==> src/rtl/gc_pkg.sv <==
// Shared definitions for the clock-generator configuration controller:
// FSM state encoding, error codes and select IDs.
package gc_pkg;

  typedef enum logic [2:0] {
    ST_IDLE,
    ST_SEND,
    ST_GAP,
    ST_WAIT_LOCK,
    ST_DONE,
    ST_ERR
  } gc_state_e;

  localparam logic [1:0] ERR_NONE         = 2'b00;
  localparam logic [1:0] ERR_ZERO_II      = 2'b01;
  localparam logic [1:0] ERR_LOCK_TIMEOUT = 2'b10;

  localparam logic [2:0] CLKGEN_SEL_ID = 3'b001;
  localparam logic [2:0] IDLE_SEL_ID   = 3'b000;

endpackage

==> src/rtl/gc_timeout_counter.sv <==
// Lock-wait timeout counter: cleared outside the wait, counts while enabled,
// and flags the cycle on which the count reaches LOCK_TIMEOUT.
module gc_timeout_counter #(
  parameter int LOCK_TIMEOUT = 255
) (
  input  logic conf_clk,
  input  logic reset_n,
  input  logic clear,
  input  logic enable,
  output logic expired
);

  localparam int CNT_W = (LOCK_TIMEOUT > 0) ? $clog2(LOCK_TIMEOUT + 1) : 1;
  localparam logic [CNT_W-1:0] LIMIT = CNT_W'(LOCK_TIMEOUT);

  logic [CNT_W-1:0] count;

  always_ff @(posedge conf_clk or negedge reset_n) begin
    if (!reset_n) begin
      count <= '0;
    end else if (clear) begin
      count <= '0;
    end else if (enable && (count != LIMIT)) begin
      count <= count + CNT_W'(1);
    end
  end

  // Expires in the wait cycle whose increment would bring the count to the limit.
  assign expired = enable &&
                   (({1'b0, count} + {{CNT_W{1'b0}}, 1'b1}) >= {1'b0, LIMIT});

endmodule

==> src/rtl/gc_clk_config_ctrl.sv <==
// Configuration controller: serialises a requested iteration interval onto the
// config bus as gapped beats, then waits for the clock generator to lock.
module gc_clk_config_ctrl
  import gc_pkg::*;
#(
  parameter int DATA_WIDTH                          = 8,
  parameter int ITERATION_VARIABLE_WIDTH            = 16,
  parameter int SELECT_WIDTH                        = 3,
  parameter logic [SELECT_WIDTH-1:0] CLKGEN_SEL     = CLKGEN_SEL_ID,
  parameter logic [SELECT_WIDTH-1:0] IDLE_SEL       = IDLE_SEL_ID,
  parameter int LOCK_TIMEOUT                        = 255
) (
  input  logic                                conf_clk,
  input  logic                                reset_n,
  input  logic                                req_valid,
  input  logic [ITERATION_VARIABLE_WIDTH-1:0] req_ii,
  output logic                                req_ready,
  output logic [DATA_WIDTH-1:0]               conf_bus,
  output logic [SELECT_WIDTH-1:0]             sel,
  input  logic                                locked_in,
  output logic                                busy,
  output logic                                done,
  output logic                                error,
  output logic [1:0]                          err_code,
  output logic [ITERATION_VARIABLE_WIDTH-1:0] cur_ii
);

  localparam int NUM_BEATS = ITERATION_VARIABLE_WIDTH / DATA_WIDTH;
  localparam int IDX_W     = (NUM_BEATS > 1) ? $clog2(NUM_BEATS) : 1;
  localparam logic [IDX_W-1:0] LAST_IDX = IDX_W'(NUM_BEATS - 1);

  gc_state_e                         state;
  logic [ITERATION_VARIABLE_WIDTH-1:0] shadow_ii;
  logic [IDX_W-1:0]                  beat_idx;
  logic [IDX_W-1:0]                  next_idx;
  logic [DATA_WIDTH-1:0]             ii_beats [NUM_BEATS];
  logic [DATA_WIDTH-1:0]             next_beat;
  logic                              lock_expired;

  for (genvar g = 0; g < NUM_BEATS; g++) begin : g_beat_slice
    assign ii_beats[g] = shadow_ii[g*DATA_WIDTH +: DATA_WIDTH];
  end

  assign next_idx  = beat_idx + IDX_W'(1);
  assign next_beat = ii_beats[next_idx];

  gc_timeout_counter #(
    .LOCK_TIMEOUT (LOCK_TIMEOUT)
  ) u_timeout (
    .conf_clk (conf_clk),
    .reset_n  (reset_n),
    .clear    (state != ST_WAIT_LOCK),
    .enable   (state == ST_WAIT_LOCK),
    .expired  (lock_expired)
  );

  // Beat outputs are loaded on the edge that enters SEND so they line up with the state.
  always_ff @(posedge conf_clk or negedge reset_n) begin
    if (!reset_n) begin
      state     <= ST_IDLE;
      shadow_ii <= '0;
      beat_idx  <= '0;
      sel       <= IDLE_SEL;
      conf_bus  <= '0;
      req_ready <= 1'b1;
      busy      <= 1'b0;
      done      <= 1'b0;
      error     <= 1'b0;
      err_code  <= ERR_NONE;
      cur_ii    <= '0;
    end else begin
      done     <= 1'b0;
      error    <= 1'b0;
      sel      <= IDLE_SEL;
      conf_bus <= '0;
      case (state)
        ST_IDLE: begin
          if (req_valid && req_ready) begin
            shadow_ii <= req_ii;
            beat_idx  <= '0;
            req_ready <= 1'b0;
            busy      <= 1'b1;
            if (req_ii == '0) begin
              state    <= ST_ERR;
              error    <= 1'b1;
              err_code <= ERR_ZERO_II;
            end else begin
              state    <= ST_SEND;
              err_code <= ERR_NONE;
              sel      <= CLKGEN_SEL;
              conf_bus <= req_ii[DATA_WIDTH-1:0];
            end
          end
        end
        ST_SEND: begin
          if (beat_idx == LAST_IDX) begin
            state <= ST_WAIT_LOCK;
          end else begin
            state <= ST_GAP;
          end
        end
        ST_GAP: begin
          beat_idx <= next_idx;
          state    <= ST_SEND;
          sel      <= CLKGEN_SEL;
          conf_bus <= next_beat;
        end
        // Lock is tested first so it wins over a simultaneous timeout.
        ST_WAIT_LOCK: begin
          if (locked_in) begin
            state  <= ST_DONE;
            done   <= 1'b1;
            cur_ii <= shadow_ii;
          end else if (lock_expired) begin
            state    <= ST_ERR;
            error    <= 1'b1;
            err_code <= ERR_LOCK_TIMEOUT;
          end
        end
        ST_DONE, ST_ERR: begin
          state     <= ST_IDLE;
          req_ready <= 1'b1;
          busy      <= 1'b0;
        end
        default: begin
          state     <= ST_IDLE;
          req_ready <= 1'b1;
          busy      <= 1'b0;
        end
      endcase
    end
  end

endmodule

==> config.mk <==
export PLATFORM = sky130hd
export DESIGN_NAME = gc_clk_config_ctrl
export DESIGN_NICKNAME = d
export VERILOG_FILES = /design/src/rtl/gc_pkg.sv /design/src/rtl/gc_timeout_counter.sv /design/src/rtl/gc_clk_config_ctrl.sv
export SDC_FILE = /design/constraint.sdc
export NUM_CORES = 1
export LEC_CHECK = 0
export CELL_PAD_IN_SITES_DETAIL_PLACEMENT = 1
export CELL_PAD_IN_SITES_GLOBAL_PLACEMENT = 1
export CORE_ASPECT_RATIO = 1.4
export CORE_UTILIZATION = 35
export DETAILED_ROUTE_END_ITERATION = 16
export GPL_TIMING_DRIVEN = 0
export PLACE_DENSITY = 0.82
export SLEW_MARGIN = 20
export SYNTH_ARGS = -nofsm -noshare
export SYNTH_HDL_FRONTEND = slang
export SYNTH_SLANG_ARGS = --single-unit
==> constraint.sdc <==
create_clock -name conf_clk -period 1.8 [get_ports conf_clk]
set_input_delay 0.36 -clock conf_clk [delete_from_list [all_inputs] [get_ports conf_clk]]
set_output_delay 0.36 -clock conf_clk [all_outputs]
set_load 0.01 [all_outputs]
==> results.toml, run 1 <==
[global_route]
grt_pass1_wl_mm = 11.3
gr-total-overflow = 0
grt_max_degree = 38
first_global_vias = 2314
track_usage = 0.196
antenna_found_initial = 0

[setup_path]
critPathRequiredTime_ps = 2050
critPathSlowestCell = "dfrtp_1"
arrival_ps = 2100
worstPathCellList = "clkbuf_8 -> inv_4 -> ha_4 -> o21bai_4 -> nand4_1 -> o211a_2 -> or2_4 -> a221oi_2"
cp_slowest_stage_delay_ps = 390
crit_path_start_kind = "register"
cp_top_family = "compound AO/OA/AOI/OAI gates"
reg2reg_slack_ps = -50
cp_max_fo = 4
end_kind = "register"
worst-path-buf-inv = 2
path_class = "reg -> reg"

[logic_synthesis]
synth_edf_count = 0
netlist_instances = 243
synthArstFlopShare = 1.00
seq_area_frac_synth = 0.571
ys.flop_type = "dfrtp_1"
ys_warn_count = 0
yosysUniqueCellTypes = 47
syn_area_um2 = 2590
avgSynthCellArea_um2 = 10.7
synth_seq_cells = 59

[sta]
layout_worst_path_cycle_share = 1.03
max-slew-margin-rel = 0.498
slew_viol_final = 0
worst_pin_slew_ps = 752
min_period_ps = 1850
hold_viol = 0
clock_skew_ps = 5.68
rsz0062_at_grt = "true"
setup_viol = 2
hold_slack_ps = 451
fmax_mhz = 541
setup_slack_ps = -48.5

[cells_and_area]
layout.nets = 335
drive_gt1_frac = 0.226
fin_area_um2 = 3620
final_cell_mix = "57 x nand2_1, 56 x dfrtp_1, 47 x clkdlybuf4s50_1"
area_growth_pct = 39.6
final_common_cell = "nand2_1"
multi_input_area_um2 = 1110
fill_cells = 784
antenna_cells = 0
register_area_um2 = 1480
instances_no_fill = 413

[floorplan]
io_pins = 53
die_area_um2 = 7750
core.rowCount = 36
core-area_um2 = 7070
die_x_um = 74.7
start_util = 0.366
die_height_um = 104

[route]
maxUsedRoutingLayer = "met4"
firstDrtPassIters = 4
wire_per_inst_um = 16.4
met2_length_mm = 3.80
wl_met3_um = 242
wl_met1_mm = 2.60
num_vias = 2076
routed_wl_mm = 6.79
via_per_inst = 5.03
drc = 0
ant_nets = 0
drt_iter0_markers = 94

[clock_network]
cts_sinks = 59
cts-buffers-inserted = 9
cts_buffer_depth = 2
clk_pin_slew_worst_paths_ps = 70
root_buffer = "clkbuf_8"
clk_latency_ps = 340
h-tree-depth = 3
cts_tree = "done"

[placed_design]
dpl-instance-area_um2 = 3250
dp_cells = 389
io_buffers = 49
dp_hpwl_mm = 4.84
gp_congestion = 0.851

[min_path]
min_path_type = "in -> async"

[pwr]
p_per_area_nw_per_um2 = 1530
p_leak_nw = 1.64
ir_drop_v = 0.000672
p_total_mw = 5.53

[outcome]
violations = "setup timing"
outcome = "finished, violations left"

[flow_run]
max-cap-violations = 0
per-stage QoR:
| stage | utilization | TNS, ps | setup WS [ps] |
|---|---|---|---|
| floorplan | - | 0 | 4.70 |
| global placement | 0.456 | -102690 | -1530 |
| detailed placement | 0.459 | -14450 | -592 |
| CTS | 0.507 | -69.5 | -42.8 |
| global route | 0.511 | -387 | -101 |
| finish | 0.511 | -66.2 | -48.5 |
cells in the mapped netlist, drive strengths merged, types with 2 or more instances:
master	count	share of area
nand4	2	0.0072
nand2	58	0.084
nor4	5	0.014
mux2i	8	0.031
o22ai	2	0.0048
o21ai	13	0.025
dfrtp	58	0.56
xnor2	2	0.0068
o31ai	2	0.0097
nor2	12	0.017
a211oi	2	0.0058
and3	3	0.0072
inv	3	0.0043
ha	2	0.0097
mux2	16	0.070
a21oi	5	0.0097
o21bai	2	0.0058
nand3	6	0.012
nor3	2	0.0039
nand2b	4	0.0097
a221oi	2	0.0092
a31oi	3	0.0072
buf	7	0.017
clkbuf	8	0.012
or2	3	0.0082
final timing paths:
path | start | to | cells past startpoint
worst min register to register | cur_ii[3]$_DFFE_PN0P_ | cur_ii[3]$_DFFE_PN0P_ | 1
min in group conf_clk | cur_ii[3]$_DFFE_PN0P_ | cur_ii[3]$_DFFE_PN0P_ | 1
worst max-delay path | u_timeout.count[0]$_DFFE_PN0P_ | state[2]$_DFFE_PN0P_ | 8
max in group asynchronous | reset_n | u_timeout.count[1]$_DFFE_PN0P_ | 3
worst min-delay path | reset_n | conf_bus[5]$_DFF_PN0_ | 2
worst max register to register | u_timeout.count[0]$_DFFE_PN0P_ | state[2]$_DFFE_PN0P_ | 8
worst register-to-register path: cells and delay by family (launching register included):
family / cells / cell delay (ps)
DFF: 1 / 390
AOI/OAI and AO/OA: 3 / 620
adders and majority gates: 1 / 190
buffers and inverters: 2 / 210
and+or+nand+nor: 2 / 350
area by class of cell:
cell class	count	share of cell area
multi-input combinational	167	0.308
buffer	13	0.0228
timing repair buffer	60	0.163
sequential	59	0.409
clock buffer	10	0.0353
clock inverter	6	0.0249
tap	95	0.0329
inverter	3	0.00381
registers in the layout, indices dropped and copies added, names as in the netlist:
name and flops:
cur_ii 16, shadow_ii 16, conf_bus 8, u_timeout.count 8, state 3, err_code 2
beat_idx 1, busy 1, done 1, error 1, req_ready 1, sel 1
routing by layer:
metal,vias to the layer above,global-route usage
met3,12,0.0447
met1,1052,0.221
met5,-,0
met2,43,0.344
li1,969,-
met4,0,0.0782
logic make-up after synthesis:
kind of cell | share of synthesized area
XOR/XNOR | 0.0101
multiplexers | 0.100
adder cells (fa/ha/maj) | 0.00966
AND/OR/NAND/NOR | 0.177
other | 0.00145
buffers and inverters | 0.0338
flip-flops | 0.571
AO/OA/AOI/OAI | 0.0971
report_power, final:
part	internal (mW)	leakage (nW)	switching [mW]
combinational	1.09	0.775	0.961
sequential	1.82	0.762	0.347
clock	0.781	0.106	0.542
timing repair:
action	4_1_cts	5_1_grt
endpoints found under the hold margin	21	0
pin swaps	1	7
gates resized for setup	14	5
hold buffers	1	0
gates cloned	0	0
endpoints found under the setup margin	36	27
setup buffers	6	3
(Power assumes the default switching activity.)
==> run 2: changes to the inputs <==
--- a/config.mk
+++ b/config.mk
@@ -5,6 +5,7 @@
 export SDC_FILE = /design/constraint.sdc
 export NUM_CORES = 1
 export LEC_CHECK = 0
+export CAP_MARGIN = 20
 export CELL_PAD_IN_SITES_DETAIL_PLACEMENT = 1
 export CELL_PAD_IN_SITES_GLOBAL_PLACEMENT = 1
 export CORE_ASPECT_RATIO = 1.4
@@ -12,6 +13,7 @@
 export DETAILED_ROUTE_END_ITERATION = 16
 export GPL_TIMING_DRIVEN = 0
 export PLACE_DENSITY = 0.82
+export SKIP_LAST_GASP = 1
 export SLEW_MARGIN = 20
 export SYNTH_ARGS = -nofsm -noshare
 export SYNTH_HDL_FRONTEND = slang
==> run 2 against run 1 <==
  * The flow still finishes with violations (setup timing)
  * Design area is the same
  * Clock skew did not move
  * Highest routed layer unchanged
  * Register-to-register slack hardly changed
  * Non-clock buffer count unchanged
==> results.toml, run 2 (synthesis gave the netlist of run 1 again) <==
[outcome]
outcome = "finished, violations left"
violations = "setup timing"

[placed_design]
dp_hpwl_mm = 4.84
gp_congestion = 0.851
dpl-instance-area_um2 = 3250
io_buffers = 49
post-place-ws_ps = -592

[setup_path]
r2r_end = "state[2]$_DFFE_PN0P_"
ff2ff_path_depth = 8
path_class = "reg -> reg"
critPathRequiredTime_ps = 2050
arrival_ps = 2100
reg2reg_slack_ps = -50
end_kind = "register"
cp_max_fo = 4
startpoint = "u_timeout.count[0]$_DFFE_PN0P_"
crit_path_start_kind = "register"
worstReg2RegStart = "u_timeout.count[0]$_DFFE_PN0P_"

[floorplan]
die_x_um = 74.7
core.rowCount = 36
start_util = 0.366
die_height_um = 104
die_area_um2 = 7750
io_pins = 53
core-area_um2 = 7070

[route]
num_vias = 2076
wire_per_inst_um = 16.4
ant_nets = 0
drt_iter0_markers = 94
firstDrtPassIters = 4
via_per_inst = 5.03
routed_wl_mm = 6.79
drc = 0

[clock_network]
clk_latency_ps = 340
h-tree-depth = 3
clk_pin_slew_worst_paths_ps = 70
cts_tree = "done"
cts_buffer_depth = 2
root_buffer = "clkbuf_8"
cts-buffers-inserted = 9
cts_sinks = 59

[global_route]
first_global_vias = 2314
use_met2 = 0.344
grt_max_degree = 38
gr-total-overflow = 0
grt_pass1_wl_mm = 11.3
met3_usage = 0.0447
use_met1 = 0.221
track_usage = 0.196
antenna_found_initial = 0
busiest_layer = "met2"

[cells_and_area]
drive_gt1_frac = 0.226
final_common_cell = "nand2_1"
layout.nets = 335
area_growth_pct = 39.6
final_util = 0.511
reg_top3 = "cur_ii: 16 flops, shadow_ii: 16 flops"
antenna_cells = 0
final_cell_mix = "57 x nand2_1, 56 x dfrtp_1, 47 x clkdlybuf4s50_1"
fin_area_um2 = 3620

[min_path]
min_path_type = "in -> async"

[sta]
fin_tns_setup_ps = -66.2
layout_worst_path_cycle_share = 1.03
slew_viol_final = 0
rsz0062_at_grt = "true"
hold_viol = 0
clock_skew_ps = 5.68
worst_pin_slew_ps = 752
setup_slack_ps = -48.5
max-slew-margin-rel = 0.498
setup_viol = 2
min_period_ps = 1850
fmax_mhz = 541

[pwr]
ir_drop_v = 0.000672
p_leak_nw = 1.64
p_total_mw = 5.53
p_per_area_nw_per_um2 = 1530

[flow_run]
max-cap-violations = 0
==> run 2: per-layer routing <==
metal	vias up	wire length [µm]
li1	969	-
met1	1052	2600
met2	43	3800
met3	12	242
met4	0	144
met5	-	0
==> run 2: cell type report <==
type                            count  area, µm²
Multi-Input combinational cell    167       1110
Clock inverter                      6       90.1
Clock buffer                       10        128
Fill cell                         784       3460
Inverter                            3       13.8
Sequential cell                    59       1480
Timing Repair Buffer               60        588
Buffer                             13       82.6
Tap cell                           95        119
==> run 2: report_power, final <==
part           switching [mW]  internal (mW)  total [mW]  leakage, nW
combinational           0.961           1.09        2.05        0.775
clock                   0.542          0.781        1.32        0.106
sequential              0.347           1.82        2.16        0.762
total                    1.85           3.68        5.53         1.64
==> run 2: through the flow <==
| stage | hold WS, ps | cells |
|---|---|---|
| 3_3_place_gp | 484 | 388 |
| 5_1_grt | 471 | 413 |
| 4_1_cts | 449 | 411 |
| 2_1_floorplan | 64.4 | 244 |
| 6_report | 451 | 413 |
| 3_5_place_dp | 276 | 389 |
==> run 2: worst max-delay path by stage <==
stage / to / slack, ps / cells past startpoint
floorplan: state[2]$_DFFE_PN0P_ / 5 / 8
global placement: shadow_ii[0]$_DFFE_PN0P_ / -1530 / 1
detailed placement: shadow_ii[8]$_DFFE_PN0P_ / -590 / 8
CTS: state[2]$_DFFE_PN0P_ / -40 / 8
global route: err_code[0]$_DFFE_PN0P_ / -100 / 9
finish: state[2]$_DFFE_PN0P_ / -50 / 8
==> run 2: critical path, cell delays in order, from the launching register on <==
cell and delay, ps:
dfrtp_1 390, clkbuf_8 150, inv_4 50, ha_4 190, o21bai_4 120, nand4_1 90, o211a_2 280, or2_4 260
a221oi_2 220
==> run 2: what timing repair did <==
item	CTS	global route
hold buffers	1	0
endpoints found under the setup margin	36	27
endpoints found under the hold margin	21	0
cloned	0	0
setup buffers	6	3
resized for setup	14	5
pin swaps	1	7
